[config.mk]
export PLATFORM = sky130hd
export DESIGN_NAME = ps2_key_ctl
export DESIGN_NICKNAME = d
export VERILOG_FILES = /design/src/rtl/ps2_key_ctl.sv
export SDC_FILE = /design/constraint.sdc
export NUM_CORES = 1
export LEC_CHECK = 0
export ABC_CLOCK_PERIOD_IN_PS = 5800
export CAP_MARGIN = 40
export CORE_MARGIN = 8
export CORE_UTILIZATION = 50
export DETAILED_ROUTE_END_ITERATION = 16
export HOLD_SLACK_MARGIN = 0.12
export PLACE_DENSITY = 0.67
export SYNTH_ARGS = -nofsm -noshare
export SYNTH_HDL_FRONTEND = slang
export SYNTH_SLANG_ARGS = --single-unit
[constraint.sdc]
create_clock -name clk -period 5.8 [get_ports clk]
set_input_delay 1.16 -clock clk [delete_from_list [all_inputs] [get_ports clk]]
set_output_delay 1.16 -clock clk [all_outputs]
set_load 0.01 [all_outputs]
[src/rtl/ps2_key_ctl.sv]
`default_nettype none
// ============================================================================
//  Module   : ps2_key_ctl
//  Purpose  : PS/2 keyboard front end. Receives device-to-host frames,
//             checks start/stop/odd parity and inter-edge timeout, and
//             decodes scan-code set 2 make/break/extended sequences into
//             level-coded Space / Left / Right key states.
//  Ports    : clk        - system clock, rising edge
//             rst_n      - asynchronous active-low reset
//             ps2_clk    - raw PS/2 clock pin (asynchronous)
//             ps2_data   - raw PS/2 data pin (asynchronous)
//             key_space  - high while Space is held
//             key_left   - high while Left Arrow is held
//             key_right  - high while Right Arrow is held
//             frame_err  - one-cycle pulse on parity/start/stop/timeout error
//  Revision : 1.0 - initial release
// ============================================================================
module ps2_key_ctl #(
    parameter int CLK_FREQ   = 100_000_000,
    parameter int TIMEOUT_US = 200
) (
    input  logic clk,
    input  logic rst_n,
    input  logic ps2_clk,
    input  logic ps2_data,
    output logic key_space,
    output logic key_left,
    output logic key_right,
    output logic frame_err
);

    localparam int C_TIMEOUT_CYCLES = (CLK_FREQ / 1_000_000) * TIMEOUT_US;
    localparam int C_TO_W           = $clog2(C_TIMEOUT_CYCLES) + 1;
    localparam logic [C_TO_W-1:0] C_TO_LAST = C_TO_W'(C_TIMEOUT_CYCLES - 1);

    localparam logic [7:0] C_BRK   = 8'hF0;
    localparam logic [7:0] C_EXT   = 8'hE0;
    localparam logic [7:0] C_SPACE = 8'h29;
    localparam logic [7:0] C_LEFT  = 8'h6B;
    localparam logic [7:0] C_RIGHT = 8'h74;
    localparam logic [7:0] C_OVR0  = 8'h00;
    localparam logic [7:0] C_OVR1  = 8'hFF;

    // ------------------------------------------------------------------
    // Input synchronisers. Reset to the idle bus level (1) so reset
    // release never looks like a falling edge.
    // ------------------------------------------------------------------
    logic r_clk_s1, r_clk_s2, r_clk_prev;
    logic r_dat_s1, r_dat_s2;
    logic w_fe;

    always_ff @(posedge clk or negedge rst_n) begin
        if (!rst_n) begin
            r_clk_s1   <= 1'b1;
            r_clk_s2   <= 1'b1;
            r_clk_prev <= 1'b1;
            r_dat_s1   <= 1'b1;
            r_dat_s2   <= 1'b1;
        end else begin
            r_clk_s1   <= ps2_clk;
            r_clk_s2   <= r_clk_s1;
            r_clk_prev <= r_clk_s2;
            r_dat_s1   <= ps2_data;
            r_dat_s2   <= r_dat_s1;
        end
    end

    assign w_fe = r_clk_prev & ~r_clk_s2;

    // ------------------------------------------------------------------
    // Frame receiver. Bits arrive LSB first and are shifted in at the top,
    // so after the stop edge the frame is {stop, parity, data[7:0], start}.
    // The check is done on the shift value being written, which lets the
    // stop-bit edge itself complete the frame.
    // ------------------------------------------------------------------
    logic [10:0]       r_shift;
    logic [3:0]        r_bit_cnt;
    logic [C_TO_W-1:0] r_to_cnt;
    logic              r_byte_valid;
    logic [7:0]        r_byte;
    logic              r_frame_err;
    logic [10:0]       w_shift_nxt;
    logic              w_frame_ok;
    logic              w_unused_lsb;

    assign w_shift_nxt  = {r_dat_s2, r_shift[10:1]};
    assign w_frame_ok   = ~w_shift_nxt[0] & w_shift_nxt[10] & (^w_shift_nxt[9:1]);
    // The oldest bit simply drops off the end at the stop edge.
    assign w_unused_lsb = r_shift[0];

    always_ff @(posedge clk or negedge rst_n) begin
        if (!rst_n) begin
            r_shift      <= '0;
            r_bit_cnt    <= '0;
            r_to_cnt     <= '0;
            r_byte_valid <= 1'b0;
            r_byte       <= '0;
            r_frame_err  <= 1'b0;
        end else begin
            r_byte_valid <= 1'b0;
            r_frame_err  <= 1'b0;
            if (w_fe) begin
                // An edge always beats a coincident timeout.
                r_to_cnt <= '0;
                r_shift  <= w_shift_nxt;
                if (r_bit_cnt == 4'd10) begin
                    r_bit_cnt <= '0;
                    if (w_frame_ok) begin
                        r_byte_valid <= 1'b1;
                        r_byte       <= w_shift_nxt[8:1];
                    end else begin
                        r_frame_err  <= 1'b1;
                    end
                end else begin
                    r_bit_cnt <= r_bit_cnt + 4'd1;
                end
            end else if (r_bit_cnt != 4'd0) begin
                if (r_to_cnt == C_TO_LAST) begin
                    r_bit_cnt   <= '0;
                    r_to_cnt    <= '0;
                    r_frame_err <= 1'b1;
                end else begin
                    r_to_cnt <= r_to_cnt + C_TO_W'(1);
                end
            end else begin
                r_to_cnt <= '0;
            end
        end
    end

    // ------------------------------------------------------------------
    // Scan-code decoder
    // ------------------------------------------------------------------
    typedef enum logic [1:0] {
        ST_WAIT    = 2'd0,
        ST_BRK     = 2'd1,
        ST_EXT     = 2'd2,
        ST_EXT_BRK = 2'd3
    } state_t;

    state_t r_state, w_state_nxt;
    logic   r_key_space, r_key_left, r_key_right;
    logic   w_space_nxt, w_left_nxt, w_right_nxt;

    always_ff @(posedge clk or negedge rst_n) begin
        if (!rst_n) begin
            r_state     <= ST_WAIT;
            r_key_space <= 1'b0;
            r_key_left  <= 1'b0;
            r_key_right <= 1'b0;
        end else begin
            r_state     <= w_state_nxt;
            r_key_space <= w_space_nxt;
            r_key_left  <= w_left_nxt;
            r_key_right <= w_right_nxt;
        end
    end

    always_comb begin
        w_state_nxt = r_state;
        w_space_nxt = r_key_space;
        w_left_nxt  = r_key_left;
        w_right_nxt = r_key_right;
        if (r_frame_err) begin
            // A lost frame may have been a prefix; drop it, keep key levels.
            w_state_nxt = ST_WAIT;
        end else if (r_byte_valid) begin
            unique case (r_state)
                ST_WAIT: begin
                    if (r_byte == C_BRK) begin
                        w_state_nxt = ST_BRK;
                    end else if (r_byte == C_EXT) begin
                        w_state_nxt = ST_EXT;
                    end else if (r_byte == C_SPACE) begin
                        w_space_nxt = 1'b1;
                    end else if (r_byte == C_OVR0 || r_byte == C_OVR1) begin
                        w_space_nxt = 1'b0;
                        w_left_nxt  = 1'b0;
                        w_right_nxt = 1'b0;
                    end
                end
                ST_BRK: begin
                    if (r_byte == C_SPACE) w_space_nxt = 1'b0;
                    w_state_nxt = ST_WAIT;
                end
                ST_EXT: begin
                    if (r_byte == C_BRK) begin
                        w_state_nxt = ST_EXT_BRK;
                    end else begin
                        if (r_byte == C_LEFT)  w_left_nxt  = 1'b1;
                        if (r_byte == C_RIGHT) w_right_nxt = 1'b1;
                        w_state_nxt = ST_WAIT;
                    end
                end
                ST_EXT_BRK: begin
                    if (r_byte == C_LEFT)  w_left_nxt  = 1'b0;
                    if (r_byte == C_RIGHT) w_right_nxt = 1'b0;
                    w_state_nxt = ST_WAIT;
                end
                default: w_state_nxt = ST_WAIT;
            endcase
        end
    end

    assign key_space = r_key_space;
    assign key_left  = r_key_left;
    assign key_right = r_key_right;
    assign frame_err = r_frame_err;

endmodule
`default_nettype wire

Yosys cells after proc, flatten, opt, wreduce, memory -nomap -nowiden
Index checks and enable logic that the tools add are counted.
{"block": "totals", "regBits": 51, "inputBits": 4, "output_inout_bits": 4, "word_cells": 101}
{"block": "op_classes", "addsub": 2, "n_eq_ne": 23, "n_mux": 38, "n_bitwise": 6, "reduce_logical": 17}
{"op": "16-bit 2-to-1 mux", "n": 3}
{"op": "8-bit == test (second input constant)", "n": 3}
{"op": "1-bit 2-to-1 mux", "n": 22}
{"op": "2-bit inequality test (second input constant)", "n": 10}
{"op": "10-bit AND reduction", "n": 2}
{"op": "16-bit by 1-bit adder with 16-bit output (second input constant)", "n": 1}
{"op": "16-bit by 15-bit == test with 1-bit output (second input constant)", "n": 1}
{"op": "8-bit by 7-bit == test with 1-bit output (second input constant)", "n": 2}
{"op": "4-bit 2-to-1 mux", "n": 4}
{"op": "2-bit 2-to-1 mux", "n": 5}
{"op": "9-bit XOR reduction", "n": 1}
{"op": "8-bit by 6-bit == test with 1-bit output (second input constant)", "n": 1}
{"op": "8-bit zero test", "n": 1}
{"op": "2-bit nonzero test", "n": 4}
{"op": "7-bit AND reduction", "n": 1}
{"op": "1-bit case mux with 3 select lines", "n": 2}
{"op": "2-bit case mux with 3 select lines", "n": 1}
{"op": "4-bit by 1-bit adder with 4-bit output (second input constant)", "n": 1}
{"op": "2-bit == test (second input constant)", "n": 2}
{"op": "4-bit == test (second input constant)", "n": 1}
{"op": "4-bit inequality test (second input constant)", "n": 1}
{"op": "2-bit AND reduction", "n": 2}
{"op": "4-bit nonzero test", "n": 1}
{"op": "1-bit AND", "n": 3}
{"op": "other kinds (9)", "n": 11}

Logic depth before layout (Yosys ltp)
Gate-level depths: netlist of run 1.
{"block": "logic_depth", "ltp_word": 7, "mapped_depth": 7, "ltp_nobuf": 7}

Worst setup path before layout of run 1
OpenSTA, ideal clock, no wires.
{"block": "synth_timing", "kind": "flip-flop to flip-flop", "from": "register r_byte[4]", "to": "register r_key_left (netlist: key_left)", "setup_time_ps": 125, "arrival_ps": 2043, "t_required_ps": 5675, "slack_ps": 3632, "stages_incl_launch_ff": 7, "n_path_buf": 1, "period_less_slack_ps": 2168, "cell_sequence": "dfrtp_1 > buf_6 > or4_4 > or4_4 > a22oi_2 > nor3_1 > mux2_4"}
{"block": "synth_between", "elab_chain_len": 4, "elab_cells_between_ends": 15, "cone_classes": "eq/ne: 12; reduce/logical: 3"}
{"element": "from (decl)", "line_no": "80", "rtl": "logic [7:0] r_byte;"}
{"element": "from (signal assigned)", "line_no": "110", "rtl": "r_byte <= w_shift_nxt[8:1];"}
{"element": "8-bit == test / 8-bit zero test (equally long branches)", "line_no": "176", "rtl": "end else if (r_byte == C_OVR0 || r_byte == C_OVR1) begin"}
{"element": "1-bit logical OR", "line_no": "176"}
{"element": "2-bit inequality test (no line)"}
{"element": "10-bit AND reduction (no line) (*)"}
{"element": "to (signal assigned)", "line_no": "154", "rtl": "r_key_left <= w_left_nxt;"}
{"element": "to (decl)", "line_no": "142", "rtl": "logic r_key_space, r_key_left, r_key_right;"}
Mark *: on every way between the ends. The rest lies on a longest branch, timed or not.
A chain may end at the register's enable or synchronous reset.

Final worst setup path of run 1
{"block": "layout_timing", "from": "register r_frame_err (netlist: frame_err)", "to": "output port frame_err"}
{"element": "from (decl)", "line_no": "81", "rtl": "logic r_frame_err;"}
{"element": "from (signal assigned)", "line_no": "98", "rtl": "r_frame_err <= 1'b0;"}
{"element": "from (signal assigned)", "line_no": "101", "rtl": "r_frame_err <= 1'b0;"}
{"element": "from (signal assigned)", "line_no": "112", "rtl": "r_frame_err <= 1'b1;"}
{"element": "to (decl)", "line_no": "29", "rtl": "output logic frame_err"}
No word-level cell between the ends.

==> flow_metrics.env, run 1 <==
export IMPL_whs_path_depth=0
export IMPL_synth_edf_count=0
export IMPL_grt_pass1_vias=1551
export IMPL_synth_top_family_by_area="simple AND/OR/NAND/NOR gates"
export IMPL_synth_compound_gate_area_share_pct=5.42
export IMPL_setup_slack_ns=3.33
export IMPL_rows=25
export IMPL_final_cells=299
export IMPL_tightestPinTransition_ns=0.814
export IMPL_finalWirelength_um=3940
export IMPL_synth_largest_area_cell="dfrtp_1"
export IMPL_crit_buf_inv=1
export IMPL_rsz0062_at_grt="no"
export IMPL_wl_per_cell_um=13.2
export IMPL_synth_fp_nets=241
export IMPL_gp_congestion=0.776
export IMPL_layout_drive_gt1_share_pct=10.2
export IMPL_r2r_setup_slack_ns=3.44
export IMPL_antenna_found_initial=0
export IMPL_min_to="r_dat_s2"
export IMPL_final_core_util_pct=55.4
export IMPL_clkSlewWorstSetupHoldPaths_ns=0.08
export IMPL_post_place_ws_ns=3.46
export IMPL_syn_inst=233
export IMPL_synth_seq_cells=50
export IMPL_grt_max_degree=30
export IMPL_num_vias=1586
export IMPL_cts_tree="done"
export IMPL_seq_area_frac_synth_pct=53.4
export IMPL_synth_most_common_cell="nand2_1"
export IMPL_dr_pass1_iters=4
export IMPL_drc_errors=0
export IMPL_cts_setup_buffers=0
export IMPL_period_needed_ns=2.47
export IMPL_pin_count=8
export IMPL_drv_cap=0
export IMPL_setup_viol=0
export IMPL_grt_usage_pct=12.3
export IMPL_slew_violations=0
export IMPL_drtIter0Drc=57
export IMPL_min_from="r_dat_s1"
export IMPL_portBuffers=7
export IMPL_via_per_inst=5.30
export IMPL_worst_setup_path_type="flip-flop to output port"
export IMPL_synthMuxAreaShare_pct=4.94
export IMPL_cp_slowest_stage_delay_ns=0.57
export IMPL_cp_top_family="buffers and inverters"
export IMPL_dieArea_mm2=0.00716
export IMPL_synth_common_cells="nand2_1 (47), dfrtp_1 (45), nor2_1 (26), nand3_1 (12), xnor2_1 (11)"
export IMPL_dp_hpwl_um=2820
export IMPL_insertedDiodeCount=0
export IMPL_syn_area_mm2=0.00236
export IMPL_nNetsFinal=252
export IMPL_hold_viol=0
export IMPL_reg2reg_depth=3
export IMPL_synth_area_leaders="dfrtp_1 (48%), nand2_1 (7.5%), dfstp_2 (5.6%)"
export IMPL_start_kind="flip-flop"
export IMPL_core_mm2=0.00463
export IMPL_grt_pass1_wl_um=7100
export IMPL_ys_warn_count=0
export IMPL_cp_cell_sequence="clkdlybuf4s50_1"
export IMPL_cts_hold_buffers_added=0
export IMPL_async_flop_share_pct=100
export IMPL_dieHeight_um=84.6
export IMPL_hp_class="flip-flop to flip-flop"
export IMPL_fmax_ghz=0.404
export IMPL_worstPathArrival_ns=1.31
export IMPL_dp_cells=291
export IMPL_fin_setup_tns_ns=0
export IMPL_gr_total_overflow=0
export IMPL_cts_sinks=50
export IMPL_cts_made_buffers=5
export IMPL_leakage_uw=0.00117
export IMPL_r2r_start="r_clk_prev"
export IMPL_postCtsResizedCells=0
export IMPL_area_growth_pct=8.92
export IMPL_cts_buffer_depth=2
export IMPL_synth_area_per_cell_um2=10.1
export IMPL_period_share_pct=42.6
export IMPL_whs_ns=0.357
export IMPL_netlist_area_leader_share_pct=47.8
export IMPL_synth_fa_ha_area_share_pct=2.12
export IMPL_clk_latency_ns=0.30
export IMPL_power_density_mw_per_mm2=299
export IMPL_end_kind="output port"
export IMPL_vdd_drop_max_v=0.000158
export IMPL_fillCellCount=397
export IMPL_initial_core_util_pct=50.9
export IMPL_rr_endpoint="r_byte[7]"
export IMPL_crit_fanout=6
export IMPL_slowest_stage="clkdlybuf4s50_1"
export IMPL_maxSlewHeadroom_pct=45.6
export IMPL_die_x_um=84.6
export IMPL_synth_flop_cell="dfrtp_1"
export IMPL_status="completed"
export IMPL_worstPathRequired_ns=4.64
export IMPL_synth_xor_area_share_pct=8.76
export IMPL_drtAntennaViolNets=0
export IMPL_h_tree_depth=2
export IMPL_cts_root_buf="clkbuf_8"
export IMPL_synthSimpleGateAreaFrac_pct=23.2
export IMPL_synth_cell_types=38
export IMPL_fin_skew_ns=0.00989
## power breakdown
| group | switching [uW] | internal [uW] |
|---|---|---|
| Clock | 105 | 85.9 |
| Combinational | 79.2 | 67.1 |
| Sequential | 44.0 | 386 |
## cells by family (layout without fill, tap and decap cells)
family,after synthesis,in the layout
buf+inv,12,24
mux,10,10
compound gates,18,18
simple gates,117,117
flops,50,50
xor+xnor,22,22
fa+ha+maj,4,4
## layout by cell type, fill, tap and decap left out, types with 2 or more instances in the layout
cell             synthesis  final
ha_1                     4      4
xnor2_1                 11     11
and3_1                   3      3
nand4b_1                 2      2
or4_4                    2      2
dfrtp_1                 45     45
dfstp_2                  5      5
mux2_2                   8      8
a211o_1                  2      2
nand4_1                  3      3
nand2b_1                 4      4
a21oi_1                  4      4
nor4_1                   5      5
nand3_1                 12     12
nand2_1                 47     47
xor2_1                  10     10
nor3_1                   6      6
o21ai_0                  4      4
clkbuf_8                 0      5
clkdlybuf4s50_1          0      6
nor2_1                  26     26
nor2b_1                  4      4
inv_1                    7      7
clkbuf_1                 3      3
## per-stage QoR
step	total power, uW	cell area, um^2
finish	768	2570
global route	818	2570
CTS	779	2570
detailed placement	584	2490
global placement	579	2470
floorplan	543	2360
## worst max path at each step
stage	start	to	slack, ns	depth (start not counted)
floorplan	r_byte[4]	key_left	3.63	6
global placement	r_clk_prev	r_byte[2]	3.53	3
detailed placement	r_clk_prev	r_byte[0]	3.46	3
CTS	frame_err	frame_err	3.31	1
global route	r_clk_prev	r_byte[4]	3.14	3
finish	frame_err	frame_err	3.33	1
## cell type report
| cell class | instances | area, um^2 | share of cell area [%] |
|---|---|---|---|
| Multi-Input combinational cell | 171 | 1050 | 40.8 |
| Tap cell | 54 | 67.6 | 2.63 |
| Inverter | 8 | 30.0 | 1.17 |
| Timing Repair Buffer | 8 | 85.1 | 3.32 |
| Clock buffer | 8 | 80.1 | 3.12 |
| Sequential cell | 50 | 1260 | 49.0 |
## registers in the layout, indices dropped and copies added (netlist names)
signal / flops
frame_err: 1
key_left: 1
key_right: 1
key_space: 1
r_bit_cnt: 4
r_byte: 8
r_byte_valid: 1
r_clk_prev: 1
r_clk_s1: 1
r_clk_s2: 1
r_dat_s1: 1
r_dat_s2: 1
r_shift: 10
r_state: 2
r_to_cnt: 16
## metal layers
metal / global-route usage, % / wire, um / part of all wire (%) / vias up
li1: - / - / - / 805
met1: 15.7 / 2040 / 52 / 756
met2: 18.6 / 1680 / 43 / 20
met3: 3.61 / 146 / 3.7 / 5
met4: 5.50 / 67 / 1.7 / 0
met5: 0 / 0 / 0 / -
No activity file was read; power rests on OpenSTA's default activity.
==> inputs of run 2 (changes only) <==
--- a/config.mk
+++ b/config.mk
@@ -5,7 +5,7 @@
 export SDC_FILE = /design/constraint.sdc
 export NUM_CORES = 1
 export LEC_CHECK = 0
-export ABC_CLOCK_PERIOD_IN_PS = 5800
+export ABC_CLOCK_PERIOD_IN_PS = 2600
 export CAP_MARGIN = 40
 export CORE_MARGIN = 8
 export CORE_UTILIZATION = 50
==> constraint.sdc (replaced) <==
create_clock -name clk -period 2.6 [get_ports clk]
set_input_delay 0.52 -clock clk [delete_from_list [all_inputs] [get_ports clk]]
set_output_delay 0.52 -clock clk [all_outputs]
set_load 0.01 [all_outputs]
==> flow_metrics.env, run 2 (synthesis gave the netlist of run 1 again) <==
export IMPL_crit_end="key_left"
export IMPL_dr_pass1_iters=4
export IMPL_antenna_found_initial=0
export IMPL_cts_tree="done"
export IMPL_drv_cap=0
export IMPL_finalWirelength_um=4200
export IMPL_grt_max_degree=24
export IMPL_die_x_um=84.6
export IMPL_cp_cell_sequence="or4_4 > or4_4 > a22oi_2 > nor3_1 > mux2_4"
export IMPL_worstPathRequired_ns=2.79
export IMPL_fin_skew_ns=0.0146
export IMPL_grt_pass1_vias=1562
export IMPL_cts_setup_buffers=0
export IMPL_start_kind="flip-flop"
export IMPL_drtIter0Drc=48
export IMPL_crit_start="r_byte[4]"
export IMPL_fin_setup_tns_ns=0
export IMPL_vdd_drop_max_v=0.000335
export IMPL_worst_setup_path_type="flip-flop to flip-flop"
export IMPL_end_kind="flip-flop"
export IMPL_leakage_uw=0.00121
export IMPL_largest_register="r_to_cnt"
export IMPL_clkSlewWorstSetupHoldPaths_ns=0.09
export IMPL_cts_made_buffers=5
export IMPL_cts_buffer_depth=2
export IMPL_dieHeight_um=84.6
export IMPL_hold_viol=0
export IMPL_pin_count=8
export IMPL_fmax_ghz=0.445
export IMPL_worstPathArrival_ns=2.44
export IMPL_path_common_cell="or4_4"
export IMPL_nNetsFinal=256
export IMPL_gr_total_overflow=0
export IMPL_cts_hold_buffers_added=0
export IMPL_grt_pass1_wl_um=7250
export IMPL_layout_drive_gt1_share_pct=12.4
export IMPL_cp_slowest_stage_delay_ns=0.55
export IMPL_maxSlewHeadroom_pct=57.3
export IMPL_portBuffers=7
export IMPL_insertedDiodeCount=0
export IMPL_area_growth_pct=11.2
export IMPL_setup_viol=0
export IMPL_tightestPinTransition_ns=0.640
export IMPL_postCtsResizedCells=0
export IMPL_rows=25
export IMPL_top_regs="r_to_cnt: 16 flops, r_shift: 10 flops, r_byte: 8 flops"
export IMPL_dieArea_mm2=0.00716
export IMPL_largest_reg_flops=16
export IMPL_final_cell_mix="nand2_1 (47), dfrtp_1 (45), nor2_1 (26), nand3_1 (12), xnor2_1 (11)"
export IMPL_drtAntennaViolNets=0
export IMPL_hp_class="input pin to asynchronous set/reset pin"
export IMPL_fillCellCount=435
export IMPL_power_density_mw_per_mm2=708
export IMPL_grt_usage_pct=12.6
export IMPL_design_area_mm2=0.00262
export IMPL_final_common_cell="nand2_1"
export IMPL_core_mm2=0.00463
export IMPL_crit_fanout=9
export IMPL_rr_endpoint="key_left"
export IMPL_drc_errors=0
export IMPL_dp_hpwl_um=3010
export IMPL_h_tree_depth=2
export IMPL_period_needed_ns=2.25
export IMPL_whs_ns=0.185
export IMPL_slew_violations=0
export IMPL_cts_root_buf="clkbuf_8"
export IMPL_dpl_cell_area_mm2=0.00250
export IMPL_wl_per_cell_um=13.9
export IMPL_r2r_start="r_byte[4]"
export IMPL_gp_congestion=0.782
export IMPL_slowest_stage="or4_4"
export IMPL_via_per_inst=5.32
export IMPL_period_share_pct=86.4
export IMPL_r2r_setup_slack_ns=0.35
export IMPL_num_vias=1613
export IMPL_rsz0062_at_grt="no"
export IMPL_status="completed"
export IMPL_initial_core_util_pct=50.9
export IMPL_cts_sinks=50
export IMPL_clk_latency_ns=0.31
export IMPL_register_area_mm2=0.00126
export IMPL_reg2reg_depth=5
export IMPL_multi_input_area_mm2=0.00105
[run 2: worst max-delay path, delay by kind of cell (launching register included)]
kind            cells  cell delay (ns)
simple gates        3             1.15
flops               1             0.47
mux                 1             0.32
compound gates      1             0.19
[run 2: cell type report]
class	instances	area share, %
inverter	8	1.15
sequential	50	48.0
tap	54	2.58
multi-input combinational	171	39.9
clock buffer	7	3.30
timing repair buffer	12	3.92
clock inverter	1	1.15
[run 2: stage by stage]
stage / std cells / util, % / power [uW] / setup slack [ns]
6_report: 303 / 56.6 / 1860 / 0.353
4_1_cts: 303 / 56.6 / 1880 / 0.345
3_3_place_gp: 295 / 54.1 / 1290 / 0.397
3_5_place_dp: 295 / 54.1 / 1310 / 0.372
5_1_grt: 303 / 56.6 / 1960 / 0.249
2_1_floorplan: 233 / - / 1210 / 0.432
[run 2: power by group]
group | total (uW) | internal, uW | switching [uW]
Sequential | 960 | 861 | 98.4
Clock | 565 | 314 | 252
Combinational | 330 | 151 | 179
[run 2: per-layer routing]
| metal | wire length, um | track usage, % | share of wire (%) |
|---|---|---|---|
| met5 | 0 | 0 | 0 |
| met4 | 65 | 5.34 | 1.5 |
| met3 | 113 | 3.71 | 2.7 |
| met2 | 1840 | 19.3 | 44 |
| met1 | 2180 | 16.1 | 52 |
[run 2: worst min-delay path by stage]
stage                   from  slack, ns          to  depth (start not counted)
global route           rst_n       0.21  r_shift[3]                          1
floorplan              rst_n       0.22   frame_err                          0
CTS                    rst_n       0.17  r_shift[3]                          1
detailed placement  r_clk_s1       0.35    r_clk_s2                          0
finish                 rst_n       0.18  r_shift[3]                          1
global placement    r_dat_s1       0.35    r_dat_s2                          0
